$ cat config.mk
export PLATFORM = sky130hd
export DESIGN_NAME = p405s_srm_blr_pipe
export DESIGN_NICKNAME = d
export VERILOG_FILES = /design/src/rtl/p405s_srm_blr_pipe.sv
export SDC_FILE = /design/constraint.sdc
export NUM_CORES = 1
export LEC_CHECK = 0
export CAP_MARGIN = 0
export CORE_ASPECT_RATIO = 0.6
export CORE_UTILIZATION = 38
export DETAILED_ROUTE_END_ITERATION = 7
export PLACE_DENSITY = 0.65
export SETUP_SLACK_MARGIN = 0.1
export SYNTH_ARGS = -nofsm -noshare
export SYNTH_HDL_FRONTEND = slang
export SYNTH_SLANG_ARGS = --single-unit
$ cat constraint.sdc
create_clock -name CB -period 5.73 [get_ports CB]
set_input_delay 0.573 -clock CB [delete_from_list [all_inputs] [get_ports CB]]
set_output_delay 0.573 -clock CB [all_outputs]
set_load 0.02 [all_outputs]
$ cat src/rtl/p405s_srm_blr_pipe.sv
// rtl/p405s_srm_blr_pipe.sv - pipelined SRM barrel rotator/shifter with valid/ready on both sides
// Optional SRA carry output enabled by defining SRMBLR_CARRY_EN.
module p405s_srm_blr_pipe #(
   parameter int DATA_W      = 32,
   parameter int PIPE_STAGES = 2,
   parameter int IN_INV      = 1
) (
   input  logic                    CB,
   input  logic                    resetCore,
   input  logic                    inValid,
   output logic                    inReady,
   input  logic [DATA_W-1:0]       aBus,
   input  logic [$clog2(DATA_W):0] shAmt,
   input  logic [2:0]              op,
   output logic                    outValid,
   input  logic                    outReady,
`ifdef SRMBLR_CARRY_EN
   output logic                    outCarry,
`endif
   output logic [DATA_W-1:0]       outData
);

   localparam int SHAMT_W = $clog2(DATA_W);

   localparam logic [2:0] OP_ROTL = 3'b000;
   localparam logic [2:0] OP_ROTR = 3'b001;
   localparam logic [2:0] OP_SLL  = 3'b010;
   localparam logic [2:0] OP_SRL  = 3'b011;
   localparam logic [2:0] OP_SRA  = 3'b100;

   function automatic logic [DATA_W-1:0] low_mask(input logic [SHAMT_W-1:0] n);
      return ~({DATA_W{1'b1}} << n);
   endfunction

   // Applies only the rotate levels [lo, hi) owned by one pipeline stage.
   function automatic logic [DATA_W-1:0] rotl_levels(input logic [DATA_W-1:0] x,
                                                     input logic [SHAMT_W-1:0] amt,
                                                     input int lo,
                                                     input int hi);
      logic [DATA_W-1:0] r;
      r = x;
      for (int i = 0; i < SHAMT_W; i++) begin
         if (i >= lo && i < hi && amt[i]) begin
            r = (r << (1 << i)) | (r >> (DATA_W - (1 << i)));
         end
      end
      return r;
   endfunction

   function automatic logic [DATA_W-1:0] finish_result(input logic [DATA_W-1:0] r,
                                                       input logic [SHAMT_W:0]   sh,
                                                       input logic [2:0]         f_op,
                                                       input logic               sign);
      logic [DATA_W-1:0] keep;
      logic              fill;
      keep = '0;
      fill = 1'b0;
      case (f_op)
         OP_ROTL, OP_ROTR: keep = '1;
         OP_SLL:           keep = sh[SHAMT_W] ? '0 : ~low_mask(sh[SHAMT_W-1:0]);
         OP_SRL:           keep = sh[SHAMT_W] ? '0 : ({DATA_W{1'b1}} >> sh[SHAMT_W-1:0]);
         OP_SRA: begin
            keep = sh[SHAMT_W] ? '0 : ({DATA_W{1'b1}} >> sh[SHAMT_W-1:0]);
            fill = sign;
         end
         default:          return '0;
      endcase
      return (r & keep) | (~keep & {DATA_W{fill}});
   endfunction

   logic              v_q     [PIPE_STAGES];
   logic              v_d     [PIPE_STAGES];
   logic [DATA_W-1:0] data_q  [PIPE_STAGES];
   logic [DATA_W-1:0] data_d  [PIPE_STAGES];
   logic [SHAMT_W-1:0] rot_q  [PIPE_STAGES];
   logic [SHAMT_W-1:0] rot_d  [PIPE_STAGES];
   logic [SHAMT_W:0]  sh_q    [PIPE_STAGES];
   logic [SHAMT_W:0]  sh_d    [PIPE_STAGES];
   logic [2:0]        op_q    [PIPE_STAGES];
   logic [2:0]        op_d    [PIPE_STAGES];
   logic              sign_q  [PIPE_STAGES];
   logic              sign_d  [PIPE_STAGES];
`ifdef SRMBLR_CARRY_EN
   logic              carry_q [PIPE_STAGES];
   logic              carry_d [PIPE_STAGES];
   logic              in_carry;
`endif
   logic              adv     [PIPE_STAGES];

   logic [DATA_W-1:0]  in_x;
   logic [SHAMT_W-1:0] in_rot;
   logic               in_sign;

   // Right-going ops become a left rotate by the two's complement amount.
   always_comb begin
      in_x    = (IN_INV != 0) ? ~aBus : aBus;
      in_sign = in_x[DATA_W-1];
      if (op == OP_ROTR || op == OP_SRL || op == OP_SRA) begin
         in_rot = '0 - shAmt[SHAMT_W-1:0];
      end else begin
         in_rot = shAmt[SHAMT_W-1:0];
      end
`ifdef SRMBLR_CARRY_EN
      in_carry = (op == OP_SRA) && in_sign &&
                 (shAmt[SHAMT_W] ? (|in_x) : (|(in_x & low_mask(shAmt[SHAMT_W-1:0]))));
`endif
   end

   always_comb begin
      logic               s_v;
      logic [DATA_W-1:0]  s_data;
      logic [SHAMT_W-1:0] s_rot;
      logic [SHAMT_W:0]   s_sh;
      logic [2:0]         s_op;
      logic               s_sign;
      logic [DATA_W-1:0]  r;
      int                 prev;
      int                 lo;
      int                 hi;
`ifdef SRMBLR_CARRY_EN
      logic               s_carry;
`endif

      adv[PIPE_STAGES-1] = !v_q[PIPE_STAGES-1] || outReady;
      for (int k = PIPE_STAGES - 2; k >= 0; k--) begin
         adv[k] = !v_q[k] || adv[k+1];
      end

      for (int k = 0; k < PIPE_STAGES; k++) begin
         prev = (k > 0) ? k - 1 : 0;
         if (k == 0) begin
            s_v    = inValid;
            s_data = in_x;
            s_rot  = in_rot;
            s_sh   = shAmt;
            s_op   = op;
            s_sign = in_sign;
`ifdef SRMBLR_CARRY_EN
            s_carry = in_carry;
`endif
         end else begin
            s_v    = v_q[prev];
            s_data = data_q[prev];
            s_rot  = rot_q[prev];
            s_sh   = sh_q[prev];
            s_op   = op_q[prev];
            s_sign = sign_q[prev];
`ifdef SRMBLR_CARRY_EN
            s_carry = carry_q[prev];
`endif
         end

         lo = k * SHAMT_W / PIPE_STAGES;
         hi = (k + 1) * SHAMT_W / PIPE_STAGES;
         r  = rotl_levels(s_data, s_rot, lo, hi);

         v_d[k]    = v_q[k];
         data_d[k] = data_q[k];
         rot_d[k]  = rot_q[k];
         sh_d[k]   = sh_q[k];
         op_d[k]   = op_q[k];
         sign_d[k] = sign_q[k];
`ifdef SRMBLR_CARRY_EN
         carry_d[k] = carry_q[k];
`endif
         // Payload only moves with a valid token so the output holds through bubbles.
         if (adv[k]) begin
            v_d[k] = s_v;
            if (s_v) begin
               rot_d[k]  = s_rot;
               sh_d[k]   = s_sh;
               op_d[k]   = s_op;
               sign_d[k] = s_sign;
               data_d[k] = (k == PIPE_STAGES - 1) ? finish_result(r, s_sh, s_op, s_sign) : r;
`ifdef SRMBLR_CARRY_EN
               carry_d[k] = s_carry;
`endif
            end
         end
      end
   end

   always_ff @(posedge CB) begin
      if (resetCore) begin
         for (int k = 0; k < PIPE_STAGES; k++) begin
            v_q[k]    <= 1'b0;
            data_q[k] <= '0;
            rot_q[k]  <= '0;
            sh_q[k]   <= '0;
            op_q[k]   <= '0;
            sign_q[k] <= 1'b0;
`ifdef SRMBLR_CARRY_EN
            carry_q[k] <= 1'b0;
`endif
         end
      end else begin
         for (int k = 0; k < PIPE_STAGES; k++) begin
            v_q[k]    <= v_d[k];
            data_q[k] <= data_d[k];
            rot_q[k]  <= rot_d[k];
            sh_q[k]   <= sh_d[k];
            op_q[k]   <= op_d[k];
            sign_q[k] <= sign_d[k];
`ifdef SRMBLR_CARRY_EN
            carry_q[k] <= carry_d[k];
`endif
         end
      end
   end

   assign inReady  = adv[0];
   assign outValid = v_q[PIPE_STAGES-1];
   assign outData  = data_q[PIPE_STAGES-1];
`ifdef SRMBLR_CARRY_EN
   assign outCarry = carry_q[PIPE_STAGES-1];
`endif

endmodule
==> results of run 1 <==
==> sequential cells by signal, indices dropped and copies added (netlist names) <==
name    cells
rot_q       3
v_q         2
op_q        3
sh_q        6
data_q     64
sign_q      1
==> synth_stat cells, types with 3 or more instances <==
cell type / number / area share (%)
edfxtp_1: 13 / 6.5
nand4_1: 4 / 0.42
nor3_1: 21 / 1.8
a22oi_1: 22 / 2.8
mux2_2: 12 / 2.3
buf_6: 5 / 0.94
a211o_1: 5 / 0.73
buf_4: 43 / 5.4
o211ai_1: 8 / 1.0
buf_2: 18 / 1.5
o31ai_1: 5 / 0.63
mux2i_1: 109 / 18
a211oi_1: 3 / 0.38
a21oi_1: 25 / 2.1
nor2_1: 26 / 1.6
nand3_1: 4 / 0.33
buf_1: 4 / 0.25
clkbuf_1: 16 / 1.0
dfxtp_1: 66 / 22
mux4_2: 26 / 9.8
inv_1: 7 / 0.44
o211a_1: 3 / 0.50
a221o_1: 19 / 3.2
a31oi_1: 3 / 0.31
o21ai_0: 51 / 4.3
nand2_1: 54 / 3.4
nor2b_1: 10 / 1.0
or3_1: 6 / 0.63
a21o_1: 3 / 0.38
==> final cells by class <==
type / instances / area (sq um)
Fill cell: 1463 / 8510
Multi-Input combinational cell: 457 / 3690
Sequential cell: 79 / 1710
Timing Repair Buffer: 86 / 836
Tap cell: 203 / 254
Clock buffer: 10 / 250
Clock inverter: 6 / 97.6
Inverter: 7 / 26.3
==> power breakdown <==
part	internal, uW	switching [uW]	total [uW]	leakage (uW)
clock	415	260	674	0.000170
combinational	211	239	451	0.00173
sequential	601	67.2	668	0.000680
total	1230	566	1790	0.00258
==> kinds of logic after synthesis <==
kind of cell	count (synthesis)
flip-flops	79
AND/OR/NAND/NOR	143
adder cells (fa/ha/maj)	1
AO/OA/AOI/OAI	163
buffers and inverters	95
XOR/XNOR	1
multiplexers	149
==> metrics by stage <==
stage	util (%)	worst slack (ns)	instances	power (uW)	hold slack, ns
2_1_floorplan	-	3.23	631	1000	0.426
3_3_place_gp	42.4	2.20	832	1110	0.446
3_5_place_dp	42.4	2.08	832	1130	0.462
4_1_cts	44.7	2.43	848	1790	0.478
5_1_grt	44.7	2.21	848	1870	0.501
6_report	44.7	2.41	848	1790	0.468
==> worst max-delay path by stage <==
stage | depth (start not counted) | end | slack, ns | from
5_1_grt | 6 | data_q[0][5]$_SDFFE_PP0P_ | 2.21 | op[2]
6_report | 6 | data_q[0][5]$_SDFFE_PP0P_ | 2.41 | op[2]
3_5_place_dp | 6 | data_q[0][5]$_SDFFE_PP0P_ | 2.08 | op[2]
2_1_floorplan | 8 | data_q[0][10]$_SDFFE_PP0P_ | 3.23 | shAmt[0]
3_3_place_gp | 7 | data_q[0][5]$_SDFFE_PP0P_ | 2.20 | op[0]
4_1_cts | 6 | data_q[0][5]$_SDFFE_PP0P_ | 2.43 | op[2]
==> worst reg2reg max path, delay by kind of cell (launching register included) <==
kind / cells / cell delay [ns]
AO/OA/AOI/OAI: 1 / 0.28
buffers and inverters: 1 / 0.43
flip-flops: 1 / 0.80
multiplexers: 2 / 0.98
AND/OR/NAND/NOR: 1 / 0.10
==> routing by layer <==
metal	GRT usage [%]	vias to the layer above	wire length [um]
met4	3.49	0	109
met5	0	-	0
met3	5.96	12	1250
met2	30.8	166	6980
met1	32.2	2415	8610
li1	-	2379	-
==> PnR_summary.wiki, run 1 <==
{| class="wikitable"
! Metric !! Value
|-
| Area inside the core boundary || 15,400 sq um
|-
| Adder-cell share of the synthesized area || 0.209%
|-
| Vias per cell || 5.86
|-
| Cell Area, Synth || 5990 sq um
|-
| Count of buffers inserted at the top-level ports || 78
|-
| Site Rows || 35
|-
| Cell type of the slowest stage on the worst timing path || mux2i_4
|-
| Commonest cells after routing, fill and taps aside || 109 x mux2i_1, 77 x clkdlybuf4s50_1, 66 x dfxtp_1
|-
| Syn_nets || 677
|-
| Clock-pin slew of the registers on the worst-case setup and hold paths || 0.06 ns
|-
| Die width || 164 um
|-
| Total Neg Setup Slack || 0 ns
|-
| Area of all placed cells without fillers || 6870 sq um
|-
| Global-route wire length before repair || 26,900 um
|-
| Slack of the worst reg-to-reg path || 3.04 ns
|-
| Number of cells traversed by the worst register-to-register path || 5
|-
| Max-slew violation total from the final report || 0
|-
| Max stage delay on crit path || 1.08 ns
|-
| Count of cells resized by post-cts repair || 0
|-
| Number of remaining DRC errors || 0
|-
| Final worst clock skew || 0.00977 ns
|-
| Last weighted congestion value of the routability-driven placer || 0.916
|-
| Number of global-route vias before repair || 4,785
|-
| Routed length per placed instance || 20.0 um
|-
| Arrival time reported for the critical path endpoint || 3.50 ns
|-
| Vias post-DR || 4,972
|-
| EDFF count, synth || 13
|-
| Post-synthesis xor/xnor area fraction || 0.146%
|-
| Final cycle utilization of the critical path || 58.0%
|-
| Rel. slew slack || 18.8%
|-
| Number of sinks driven by the clock tree || 79
|-
| Postcts setup bufs || 0
|-
| Share of async-settable or async-resettable flops after synthesis || 0%
|-
| Type of the tightest min-delay check || flop to flop
|-
| Pwr per Cell Area || 261 nW/um^2
|-
| Max rail drop VDD || 132 uV
|-
| Flops & latches, synth || 79
|-
| Count of distinct cell types in the synthesized netlist || 60
|-
| Clock tree buffer depth || 2
|-
| Endpoint class of the critical path || flop
|-
| Sum of routed wire length over all layers || 16,900 um
|-
| Setup-failing EPs final || 0
|-
| R2R Path End || data_q[0][61]$_SDFFE_PP0P_
|-
| Synthesized area divided by synthesized cell count || 9.49 sq um
|-
| Hold_sp || data_q[0][40]$_SDFFE_PP0P_
|-
| Critical Path RT || 5.91 ns
|-
| Total buffers and inverters traversed by the critical path || 2
|-
| Antenna violations before repair || 0
|-
| Cell leakage power || 0.00258 uW
|-
| Fraction of final layout cells with drive strength greater than 1 || 11.6%
|-
| Grt total ovfl || 0
|-
| Most frequent standard cell in the layout excluding fill and tap cells || mux2i_1
|-
| Clock root buffer || clkbuf_16
|-
| Sum of net half-perimeters after detailed placement || 12,600 um
|-
| Diode count || 0
|-
| Commonest register cell after synthesis || dfxtp_1
|-
| Top cell by count, worst path || mux2i_1
|-
| Cell family with the largest share of critical-path delay || multiplexers
|-
| FMAX || 301 MHz
|-
| Hold violation count in the final report || 0
|-
| Maximum level of the CTS H-tree || 3
|-
| Number of detailed-routing iterations run before antenna repair || 5
|-
| Pin count of the biggest net entering global routing || 42
|-
| DIE AREA || 16,300 sq um
|-
| Hold-critical path endpoint || data_q[0][40]$_SDFFE_PP0P_
|-
| Die Y-Extent || 99.3 um
|-
| Critical path launch point type || primary input
|-
| Compound-Gate Fraction of Synth Area || 18.6%
|-
| Tmin final || 3.32 ns
|-
| Antenna violation net count after detailed routing || 0
|-
| IO Count || 79
|-
| Layout overhead on the synthesized area || 14.6%
|-
| Number of cells produced by synthesis || 631
|-
| Number of nets in the layout || 686
|-
| Sequential area share after synthesis || 28.6%
|-
| Launch point of the worst reg-to-reg path || rot_q[0][2]$_SDFFCE_PP0P_
|-
| Number of max-cap violations || 0
|-
| Drt initial violations || 324
|-
| Worst hold path stage count || 2
|-
| Biggest fanout along the worst timing path || 26
|-
| Source-to-sink clock delay at the later pin of the worst-skew pair || 0.35 ns
|-
| Multiplexer share of the synthesized area || 30.9%
|-
| Worst-Margin Slew || 1.19 ns
|-
| Critical Path, Cell by Cell || clkdlybuf4s50_1 > mux2i_1 > mux2i_4 > buf_4 > mux2i_1 > o21ai_0
|-
| Synthesized-area fraction occupied by and/or/nand/nor cells || 11.5%
|-
| Number of clock buffers inserted by TritonCTS || 9
|-
| RSZ-0062 raised after global routing || false
|-
| Critical setup path kind || primary input to flop
|-
| Yosys warning total || 0
|-
| Hold buffer count at CTS || 0
|-
| Placed instance area || 6520 sq um
|-
| Main combinational cell family by area after synthesis || multiplexers
|-
| Total track usage || 21.5%
|-
| Clock tree from TritonCTS || built
|-
| Result of the run || finished, final reports clean
|-
| Initial cell density of the core || 39.0%
|}
(Power assumes the default switching activity.)
==> run 2: changes to the inputs <==
==> constraint.sdc (replaced) <==
create_clock -name CB -period 3.4 [get_ports CB]
set_input_delay 0.34 -clock CB [delete_from_list [all_inputs] [get_ports CB]]
set_output_delay 0.34 -clock CB [all_outputs]
set_load 0.02 [all_outputs]
==> run 2 against run 1 <==
Via count is 2.9% higher. Clock skew is 0.0027 ns lower. Combinational power is 78% higher. Total power is 61% higher. Clock power is 42% higher. Critical endpoint is now data_q[0][49]$_SDFFE_PP0P_.
==> PnR_summary.wiki, run 2 (same netlist as run 1, synthesis figures left out) <==
{| class="wikitable"
! Metric !! Value
|-
| Result of the run || finished, final reports clean
|-
| Type of the tightest min-delay check || primary input to flop
|-
| Fraction of final layout cells with drive strength greater than 1 || 13.2%
|-
| Clock root buffer || clkbuf_16
|-
| Critical Path, Cell by Cell || or2_1 > o21ai_2 > a22oi_1 > nor3_1 > a221o_1
|-
| Diode count || 0
|-
| Routed length per placed instance || 20.1 um
|-
| Internal power consumption || 1960 uW
|-
| RSZ-0062 raised after global routing || false
|-
| Switching power summed over all nets || 924 uW
|-
| Die Y-Extent || 99.3 um
|-
| Largest register by flop count || data_q
|-
| Number of fill cells || 1,440
|-
| Clock-pin slew of the registers on the worst-case setup and hold paths || 0.06 ns
|-
| Top Registers || data_q (64), sh_q (6)
|-
| Count of cells resized by post-cts repair || 0
|-
| Cell type of the slowest stage on the worst timing path || edfxtp_1
|-
| Number of remaining DRC errors || 0
|-
| Number of global-route vias before repair || 4,855
|-
| Maximum level of the CTS H-tree || 3
|-
| Comb power frac || 27.8%
|-
| DIE AREA || 16,300 sq um
|-
| Setup-failing EPs final || 0
|-
| Pwr per Cell Area || 415 nW/um^2
|-
| Non-filler instance count after layout || 861
|-
| Global-route wire length before repair || 27,300 um
|-
| Sw Ratio || 32.0%
|-
| Source-to-sink clock delay at the later pin of the worst-skew pair || 0.34 ns
|-
| Grt total ovfl || 0
|-
| Vias post-DR || 5,114
|-
| Arrival time reported for the critical path endpoint || 2.70 ns
|-
| Site Rows || 35
|-
| Final worst clock skew || 0.00707 ns
|-
| Layout overhead on the synthesized area || 16.0%
|-
| Max rail drop VDD || 199 uV
|-
| Endpoint class of the critical path || flop
|-
| Initial cell density of the core || 39.0%
|-
| Number of flip-flops in the largest register || 64
|-
| Clock tree from TritonCTS || built
|-
| Final cycle utilization of the critical path || 72.6%
|-
| Total track usage || 21.8%
|-
| Worst-Margin Slew || 0.743 ns
|-
| Pin count of the biggest net entering global routing || 42
|-
| Critical setup path kind || flop to flop
|-
| Drt initial violations || 307
|-
| Hold buffer count at CTS || 0
|-
| Cell leakage power || 0.00263 uW
|-
| Last weighted congestion value of the routability-driven placer || 0.980
|-
| Commonest cells after routing, fill and taps aside || 109 x mux2i_1, 77 x clkdlybuf4s50_1, 66 x dfxtp_1
|-
| Clock group share of total power || 33.3%
|-
| Max stage delay on crit path || 0.80 ns
|-
| Total Neg Setup Slack || 0 ns
|-
| Number of max-cap violations || 0
|-
| Sum of net half-perimeters after detailed placement || 13,400 um
|-
| Die width || 164 um
|-
| FMAX || 405 MHz
|-
| Biggest fanout along the worst timing path || 18
|-
| Part of the total power dissipated in sequential elements || 39.0%
|-
| Sum of routed wire length over all layers || 17,300 um
|-
| Tmin final || 2.47 ns
|-
| Antenna violation net count after detailed routing || 0
|-
| Postcts setup bufs || 0
|-
| Area inside the core boundary || 15,400 sq um
|-
| Worst hold margin || 0.379 ns
|-
| Number of clock buffers inserted by TritonCTS || 9
|-
| Number of sinks driven by the clock tree || 79
|-
| # placed instances || 846
|-
| Rel. slew slack || 50.5%
|-
| Count of buffers inserted at the top-level ports || 78
|-
| Clock tree buffer depth || 2
|-
| IO Count || 79
|-
| Critical path launch point type || flop
|-
| Antenna violations before repair || 0
|-
| Critical Path RT || 3.64 ns
|-
| Most frequent standard cell in the layout excluding fill and tap cells || mux2i_1
|-
| Hold violation count in the final report || 0
|-
| Vias per cell || 5.94
|-
| Number of detailed-routing iterations run before antenna repair || 5
|-
| Number of nets in the layout || 700
|-
| Max-slew violation total from the final report || 0
|}
-- run 2: cell types whose count changed in the layout (fill, tap and decap cells not counted), sizes merged --
cell      previous run  this run
buf                  9        23
clkinv               2         1
bufinv               2         1
clkinvlp             0         1
-- run 2: final timing paths --
check	from	endpoint	slack, ns	cells past startpoint
setup / recovery	op_q[0][1]$_SDFFCE_PP0P_	data_q[0][49]$_SDFFE_PP0P_	0.93	5
hold / removal	shAmt[0]	sh_q[0][0]$_SDFFCE_PP0P_	0.38	3
setup reg to reg	op_q[0][1]$_SDFFCE_PP0P_	data_q[0][49]$_SDFFE_PP0P_	0.93	5
hold reg to reg	data_q[0][36]$_SDFFE_PP0P_	data_q[0][36]$_SDFFE_PP0P_	0.47	2
-- run 2: per-layer routing --
| layer | vias up | share of wire (%) | GRT usage (%) |
|---|---|---|---|
| li1 | 2409 | - | - |
| met1 | 2466 | 50 | 32.7 |
| met2 | 223 | 41 | 30.9 |
| met3 | 16 | 7.9 | 5.59 |
| met4 | 0 | 1.0 | 4.84 |
| met5 | - | 0 | 0 |
-- run 2: cell type report --
cell class	count	area [sq um]	area share (%)
clock buffers	10	229	3.30
clock inverters	5	57.6	0.829
inverters	7	26.3	0.378
multi-input cells	457	3690	53.1
flip-flops and latches	79	1710	24.6
well taps	203	254	3.66
repair buffers	100	978	14.1
-- run 2: power groups by stage --
| stage | Clock, uW | Sequential [uW] | Combinational, uW |
|---|---|---|---|
| global placement | 0 | 1140 | 775 |
| floorplan | 0 | 1070 | 616 |
| global route | 1010 | 1130 | 861 |
| detailed placement | 0 | 1140 | 789 |
| finish | 959 | 1120 | 801 |
| CTS | 970 | 1120 | 793 |
-- run 2: worst max-delay path, delay by kind of cell (launching register included) --
kind	cells	cell delay (ns)
DFF	1	0.80
AOI/OAI and AO/OA	3	0.90
and+or+nand+nor	2	0.65
-- run 2: through the flow --
stage / total power [uW] / area (sq um) / worst slack [ns] / utilization, %
finish: 2880 / 6950 / 0.932 / 45.2
detailed placement: 1930 / 6660 / 0.902 / 43.3
CTS: 2880 / 6950 / 1.02 / 45.2
global placement: 1910 / 6660 / 0.968 / 43.3
floorplan: 1690 / 5990 / 1.13 / -
global route: 3010 / 6950 / 0.785 / 45.2
